--- config.mk ---
export PLATFORM = sky130hd
export DESIGN_NAME = fifo_arb
export DESIGN_NICKNAME = d
export VERILOG_FILES = /design/src/rtl/onp_pkg.sv /design/src/rtl/fifo_arb_rr_pick.sv /design/src/rtl/fifo_arb.sv
export SDC_FILE = /design/constraint.sdc
export NUM_CORES = 1
export LEC_CHECK = 0
export CAP_MARGIN = 20
export CORE_UTILIZATION = 40
export CTS_CLUSTER_DIAMETER = 150
export DETAILED_ROUTE_END_ITERATION = 16
export HOLD_SLACK_MARGIN = 0.05
export MAX_ROUTING_LAYER = met4
export PLACE_DENSITY = 0.83
export SLEW_MARGIN = 20
export SYNTH_ARGS = -nofsm -noshare
export SYNTH_HDL_FRONTEND = slang
export SYNTH_SLANG_ARGS = --single-unit
--- constraint.sdc ---
create_clock -name CLK -period 2.8 [get_ports CLK]
set_input_delay 0.28 -clock CLK [delete_from_list [all_inputs] [get_ports CLK]]
set_output_delay 0.28 -clock CLK [all_outputs]
set_load 0.03 [all_outputs]
--- src/rtl/onp_pkg.sv ---
// onp_pkg: constants and types shared by the ONP evaluator blocks.
//   ARB_INIT/ARB_IDLE/ARB_ISSUE : fifo_arb state encodings
//   ONP_FIFO_DEPTH              : depth of the evaluator fifo (16)
//   ARB_N_MAX                   : largest supported fifo_arb requester count
//   arb_ptr_w()                 : width of a requester index for n requesters
// Configuration macro consumed by users of this package: FIFO_ARB_FIXED_PRIO_EN.
package onp_pkg;

  localparam int ONP_FIFO_DEPTH = 16;
  localparam int ARB_N_MAX      = 8;

  typedef enum logic [1:0] {
    ARB_INIT  = 2'd0,
    ARB_IDLE  = 2'd1,
    ARB_ISSUE = 2'd2
  } arb_state_t;

  function automatic int arb_ptr_w(input int n);
    return (n > 1) ? $clog2(n) : 1;
  endfunction

endpackage

--- src/rtl/fifo_arb_rr_pick.sv ---
// rr_pick: combinational winner selection for fifo_arb.
//   i_req   [N]  : request vector
//   i_ptr   [PW] : index of the previous winner (round-robin build only)
//   o_valid      : at least one request is set
//   o_idx   [PW] : winning requester index
// Macro FIFO_ARB_FIXED_PRIO_EN: when defined the lowest set index wins and
// there is no i_ptr port; otherwise the search starts at i_ptr+1, modulo N.
module rr_pick
  import onp_pkg::*;
#(
  parameter int N  = 4,
  parameter int PW = arb_ptr_w(N)
) (
  input  logic [N-1:0]  i_req,
`ifndef FIFO_ARB_FIXED_PRIO_EN
  input  logic [PW-1:0] i_ptr,
`endif
  output logic          o_valid,
  output logic [PW-1:0] o_idx
);

  logic [PW-1:0] w_cand;

`ifdef FIFO_ARB_FIXED_PRIO_EN
  // Scan from the top down so the lowest set index is the last one written.
  always_comb begin
    o_valid = 1'b0;
    o_idx   = '0;
    w_cand  = '0;
    for (int unsigned k = N; k > 0; k--) begin
      w_cand = PW'(k - 1);
      if (i_req[w_cand]) begin
        o_valid = 1'b1;
        o_idx   = w_cand;
      end
    end
  end
`else
  // Candidates ptr+N down to ptr+1 (mod N): the one nearest above ptr is
  // written last and wins; the previous winner itself has lowest priority.
  always_comb begin
    o_valid = 1'b0;
    o_idx   = '0;
    w_cand  = '0;
    for (int unsigned k = N; k > 0; k--) begin
      w_cand = PW'((32'(i_ptr) + k) % N);
      if (i_req[w_cand]) begin
        o_valid = 1'b1;
        o_idx   = w_cand;
      end
    end
  end
`endif

endmodule

--- src/rtl/fifo_arb.sv ---
// fifo_arb: write arbiter sharing the single input port of the 16-entry
// fifo between N producers.
//   CLK, RST_N        : clock (rising edge), asynchronous active-low reset
//   REQ_STB [N]       : per-requester request level, held until REQ_ACK
//   REQ_DAT [N*WIDTH] : requester i word at [i*WIDTH +: WIDTH]
//   REQ_ACK [N]       : one-cycle pulse, word of requester i taken
//   FI_STB, FI_DAT    : fifo write strobe / data (registered)
//   FI_BSY            : fifo full
// At most one write every two cycles: the IDLE cycle after each write lets
// FI_BSY reflect that write before the next grant, so a full fifo is never
// written and an acknowledged requester is never granted twice.
// Macro FIFO_ARB_FIXED_PRIO_EN: fixed priority (lowest index wins, no
// round-robin pointer); default build is round-robin.
module fifo_arb
  import onp_pkg::*;
#(
  parameter int WIDTH = 8,
  parameter int N     = 4
) (
  input  logic               CLK,
  input  logic               RST_N,
  input  logic [N-1:0]       REQ_STB,
  input  logic [N*WIDTH-1:0] REQ_DAT,
  output logic [N-1:0]       REQ_ACK,
  output logic               FI_STB,
  output logic [WIDTH-1:0]   FI_DAT,
  input  logic               FI_BSY
);

  localparam int PW = arb_ptr_w(N);

  if (N < 2 || N > ARB_N_MAX) begin : g_bad_n
    $error("fifo_arb: N must be in 2..%0d", ARB_N_MAX);
  end

  arb_state_t       r_state;
  logic             r_fi_stb;
  logic [WIDTH-1:0] r_fi_dat;
  logic [N-1:0]     r_ack;

  logic             w_valid;
  logic [PW-1:0]    w_win;
  logic             w_grant;
  logic [WIDTH-1:0] w_win_dat;

`ifdef FIFO_ARB_FIXED_PRIO_EN
  rr_pick #(
    .N  (N),
    .PW (PW)
  ) u_pick (
    .i_req   (REQ_STB),
    .o_valid (w_valid),
    .o_idx   (w_win)
  );
`else
  logic [PW-1:0] r_ptr;

  rr_pick #(
    .N  (N),
    .PW (PW)
  ) u_pick (
    .i_req   (REQ_STB),
    .i_ptr   (r_ptr),
    .o_valid (w_valid),
    .o_idx   (w_win)
  );

  // Reset to N-1 so requester 0 is first in line.
  always_ff @(posedge CLK or negedge RST_N) begin
    if (!RST_N) begin
      r_ptr <= PW'(N - 1);
    end else if (w_grant) begin
      r_ptr <= w_win;
    end
  end
`endif

  // FI_BSY has priority over any pending request.
  assign w_grant = (r_state == ARB_IDLE) && w_valid && !FI_BSY;

  always_comb begin
    w_win_dat = '0;
    for (int unsigned i = 0; i < N; i++) begin
      if (w_win == PW'(i)) begin
        w_win_dat = REQ_DAT[i*WIDTH +: WIDTH];
      end
    end
  end

  always_ff @(posedge CLK or negedge RST_N) begin
    if (!RST_N) begin
      r_state  <= ARB_INIT;
      r_fi_stb <= 1'b0;
      r_fi_dat <= '0;
      r_ack    <= '0;
    end else begin
      case (r_state)
        ARB_INIT: begin
          r_state  <= ARB_IDLE;
          r_fi_stb <= 1'b0;
          r_ack    <= '0;
        end
        ARB_IDLE: begin
          if (w_grant) begin
            r_state       <= ARB_ISSUE;
            r_fi_stb      <= 1'b1;
            r_fi_dat      <= w_win_dat;
            r_ack         <= '0;
            r_ack[w_win]  <= 1'b1;
          end
        end
        ARB_ISSUE: begin
          r_state  <= ARB_IDLE;
          r_fi_stb <= 1'b0;
          r_ack    <= '0;
        end
        default: begin
          r_state  <= ARB_INIT;
          r_fi_stb <= 1'b0;
          r_ack    <= '0;
        end
      endcase
    end
  end

  assign FI_STB  = r_fi_stb;
  assign FI_DAT  = r_fi_dat;
  assign REQ_ACK = r_ack;

endmodule

; Word-level counts from Yosys, hierarchy flattened
; Index checks and enable logic that the tools add are counted.
[word_totals]
wordCells = 57
input_bits = 39
ff_bits = 17
[classes]
n_mux = 28
n_reduce_logical = 8
magnitude_cmp = 6
addsub = 4
eq_ne = 6
[ops]
columns = cell, n
row1 = 2-to-1 mux 8 bit, 4
row2 = "less-than comparator 2 x 3 -> 1 bit, second input constant", 5
row3 = 2-to-1 mux 1 bit, 11
row4 = 2-to-1 mux 2 bit, 5
row5 = binary-select mux 1 bit (select 2 bit), 4
row6 = 2-to-1 mux 4 bit, 2
row7 = "== test 2 bit, second input constant", 3
row8 = "adder 2 x 1 -> 2 bit, second input constant", 2
row9 = "adder 2 bit, second input constant", 2
row10 = "== test 2 x 1 -> 1 bit, second input constant", 2
row11 = logical NOT 2 bit, 2
row12 = one-hot mux 2 bit (2 select lines), 1
row13 = logical AND 1 bit, 3
row14 = demux 1 bit (select 2 bit), 1
row15 = ">= comparator 2 x 1 -> 1 bit, second input constant", 1
row16 = "!= test 2 bit, second input constant", 1
row17 = AND reduction 2 bit, 1
row18 = OR reduction 2 bit, 1
row19 = logical NOT 1 bit, 1

; Logic depth before layout (Yosys ltp)
[depth]
depth_word = 13
mapped_depth = 6
depth_no_buf = 5

; Cells and area by module
; Synthesis repeated with hierarchy kept, for this count alone.
[unflattened]
cells_unflattened = 67
area_unflattened_um2 = 928.4
[modules_own_cells]
columns = module, instances, area_each_um2, cells_each, seq_area_each_um2
row1 = fifo_arb, 1, 837.1, 53, 427.9
row2 = rr_pick, 1, 91.3, 14, 0.0

; Least setup slack after synthesis
; OpenSTA, ideal clock, no wires.
[synth_timing]
path_type = register -> register
start = register r_state[1]
end = register r_fi_dat[7], in the netlist FI_DAT[7]
synth_period_minus_slack_ns = 1.804
slack_ns = 0.996
required_time_ns = 2.713
arrival_time_ns = 1.718
setup_time_ns = 0.087
stages_incl_launch_ff = 7
n_path_buf = 2
cell_sequence = dfrtp_1 > nand2b_1 > or3_1 > buf_4 > buf_4 > a211o_1 > o211ai_1
[synth_between]
elab_chain_cells = 4
[synth_lines]
columns = element, line
row1 = from (decl), fifo_arb.sv:36  ; arb_state_t r_state;
row2 = from (signal assigned), fifo_arb.sv:92  ; r_state <= ARB_INIT;
row3 = from (signal assigned), fifo_arb.sv:99  ; r_state <= ARB_IDLE;
row4 = from (signal assigned), fifo_arb.sv:105  ; r_state <= ARB_ISSUE;
row5 = == test 2 x 1 -> 1 bit (*), "fifo_arb.sv:79, fifo_arb.sv:97"
row6 = logical AND 1 bit (2 in a row), fifo_arb.sv:79  ; assign w_grant = (r_state == ARB_IDLE) && w_valid && !FI_BSY;
row7 = AND reduction 2 bit (no line) (*), -
row8 = to (signal assigned), fifo_arb.sv:107  ; r_fi_dat <= w_win_dat;
row9 = to (decl), fifo_arb.sv:38  ; logic [WIDTH-1:0] r_fi_dat;
; Every way passes the cells marked *; elsewhere a longest branch is shown, timed or not.
; A chain may end at the register's enable or synchronous reset.

; Final worst setup path
[layout_timing]
start = input REQ_STB[3]
end = register r_fi_dat[6], in the netlist FI_DAT[6]
[layout_between]
elab_chain_cells = 11
[layout_lines]
columns = element, line
row1 = from (decl), fifo_arb.sv:22  ; input logic [N-1:0] REQ_STB,
row2 = binary-select mux 1 bit (select 2 bit), fifo_arb_rr_pick.sv:47  ; if (i_req[w_cand]) begin
row3 = 2-to-1 mux 1 bit (implied by the code), fifo_arb_rr_pick.sv:47
row4 = 2-to-1 mux 2 bit (4 in a row), fifo_arb_rr_pick.sv:47
row5 = logical NOT 2 bit, fifo_arb.sv:84  ; if (w_win == PW'(i)) begin
row6 = 2-to-1 mux 8 bit (4 in a row), fifo_arb.sv:84
; Several ways; a longest one is shown, not always the timed one. The select of a mux whose other input is x is not followed.

==> impl_metrics.tcl <==
set metrics [dict create \
    globalRouteOverflowTotal 0 \
    mostFrequentLayoutCell "clkdlybuf4s50_1" \
    reg2reg_slack_ps 770 \
    grt_pass1_vias 1121 \
    mostFrequentLayoutCells "51 x clkdlybuf4s50_1, 14 x dfrtp_1, 14 x nand2_1, 8 x mux2i_1, 7 x nor2_1" \
    intPower_w 0.000728 \
    post-route-drc-count 0 \
    comb_power_share_pct 57.8 \
    relSlewSlack_pct 51.2 \
    rsz0062_at_grt "false" \
    grt_max_degree 17 \
    post_cts_buffers 0 \
    vias 1061 \
    cts_max_path_buffers 2 \
    instances_no_fill 191 \
    antenna_found_initial 0 \
    cts_sinks 16 \
    dp_hpwl_um 2230 \
    crit_path_start_kind "input port" \
    io_pins 52 \
    htree_levels 1 \
    power.share.clock_pct 12.1 \
    status "completed" \
    p_sw_w 0.000559 \
    fin_nets 201 \
    cts_buffers 3 \
    cts_resized 0 \
    cp-end-kind "flop" \
    syn_to_final_growth_pct 53.3 \
    cts_hold_buf 0 \
    yosysWarningCount 0 \
    n_antenna_cell 0 \
    start_util_pct 42.5 \
    die_x_um 53.3 \
    core_area_um2 2480 \
    timing.final.crit_share_pct 75.1 \
    seqPwrFrac_pct 30.1 \
    clock.fmax_mhz 475 \
    worst_pin_slew_ps 730 \
    r2r_cells 5 \
    dieArea_um2 2840 \
    report.final.slew_viol_count 0 \
    r2r_start "r_ptr[0]" \
    cts_tree "yes" \
    netSwitchingFraction_pct 43.4 \
    min_path_type "in2async" \
    track_usage_pct 23.1 \
    worstPathRequired_ps 2960 \
    portBuffers 51 \
    dp_worst_setup_slack_ps 426 \
    place_congestion 0.802 \
    grt_first_pass_wirelength_um 4550 \
    tns_ps 0 \
    cp_max_fo 9 \
    vdd_ir_drop_max_uv 567 \
    routed_via_density 5.55 \
    drive_gt1_share_pct 9.32 \
    wirelength_um 2870 \
    wl_per_cell_um 15.0 \
    ys_seq_area_share_pct 38.2 \
    synth.distinct_cells 34 \
    yosys_register_bits 16 \
    period_needed_ps 2100 \
    clock-root-buffer "clkbuf_4" \
    fillers 226 \
    synthesis.instances 108 \
    skew_ps 3.23 \
    setup_viol 0 \
    first_pass_iters 4 \
    chipHeight_um 53.3 \
    dp_cells 187 \
    cp-startpoint "REQ_STB[3]" \
    hold_viol 0 \
    rows 18 \
    final_antenna_net_count 0 \
    p_per_area_nw_per_um2 797 \
    drtIter0Drc 19 \
    path_clk_slew_ps 100 \
    syn_avg_cell_area_um2 9.75 \
    clkLatencyLatePin_ps 290 \
    path_class "in2reg" \
    synth.cell_area_um2 1050 \
    p_leak_nw 0.640 \
    worstPathArrival_ps 2270 \
    syn-num-nets 147 \
    endpoint "FI_DAT[6]" \
    worst_slack_ps 696 \
    r2r_end "FI_DAT[6]" \
    cap_violations 0 \
]
stage by stage:
| step | hold WS (ps) | power [W] | area, µm² | utilization [%] |
|---|---|---|---|---|
| after floorplan | -15.6 | 0.000884 | 1050 | - |
| after global placement | 451 | 0.00111 | 1580 | 63.7 |
| after detailed placement | 459 | 0.00114 | 1580 | 63.7 |
| after CTS | 438 | 0.00130 | 1620 | 65.2 |
| after global routing | 472 | 0.00137 | 1620 | 65.2 |
| final | 418 | 0.00129 | 1620 | 65.2 |
synthesized netlist by cell type, drive strengths merged:
master,number,area [µm²]
a2111oi,3,63.8
a211o,5,43.8
a211oi,3,22.5
a21o,1,7.51
a21oi,5,25.0
and2,1,6.26
and4,3,26.3
buf,4,37.5
dfrtp,14,350
dfstp,2,52.6
inv,1,3.75
mux2i,8,80.1
nand2,14,52.6
nand2b,3,18.8
nand3,5,30.0
nand4,5,31.3
nor2,7,26.3
nor2b,2,20.0
nor3,1,5.00
nor4,1,6.26
o211ai,5,37.5
o21a,2,15.0
o21ai,4,23.8
o22a,1,8.76
o31ai,5,37.5
or2,1,6.26
or3,1,6.26
or3b,1,8.76
layout make-up:
type | count | area (µm²) | area share (%)
Inverter | 1 | 3.75 | 0.232
Clock buffer | 4 | 36.3 | 2.25
Tap cell | 30 | 37.5 | 2.32
Multi-Input combinational cell | 87 | 609 | 37.7
Timing Repair Buffer | 53 | 526 | 32.5
Sequential cell | 16 | 403 | 24.9
kinds of logic after synthesis:
kind of cell / Yosys count / synth area share [%]
AND/OR/NAND/NOR: 45 / 23.2
AO/OA/AOI/OAI: 34 / 27.1
flip-flops: 16 / 38.2
multiplexers: 8 / 7.60
buffers and inverters: 5 / 3.92
worst min-delay path by stage:
stage,from,end,slack (ps)
3_3_place_gp,r_state[0],r_state[0],450
2_1_floorplan,RST_N,FI_DAT[0],-20
3_5_place_dp,r_state[0],r_state[0],460
5_1_grt,RST_N,r_state[0],470
6_report,RST_N,r_state[0],420
4_1_cts,RST_N,r_state[0],440
power groups by stage:
stage          Clock, W  Combinational, W  Sequential, W
2_1_floorplan         0          0.000367       0.000516
3_3_place_gp          0          0.000727       0.000387
3_5_place_dp          0          0.000745       0.000391
4_1_cts        0.000160          0.000749       0.000387
5_1_grt        0.000171          0.000804       0.000398
6_report       0.000156          0.000744       0.000387
routing by layer:
layer	vias to the layer above	share of wire (%)	routed length, µm	GRT usage, %
met5	-	0	0	-
met4	0	0.87	25	10.1
met3	4	6.6	189	3.16
met2	55	50	1440	40.4
met1	477	42	1220	26.0
li1	525	-	-	-
flip-flops by register name, summed over array words and instances, names as in the netlist:
signal   flops
FI_DAT       8
REQ_ACK      4
r_ptr        2
r_state      2
worst max-delay path, cell delays in order:
cell,delay (ps)
clkdlybuf4s50_1,510
o21ai_1,500
nand3_2,360
a2111oi_0,510
a211oi_1,90
No activity file was read; power rests on OpenSTA's default activity.
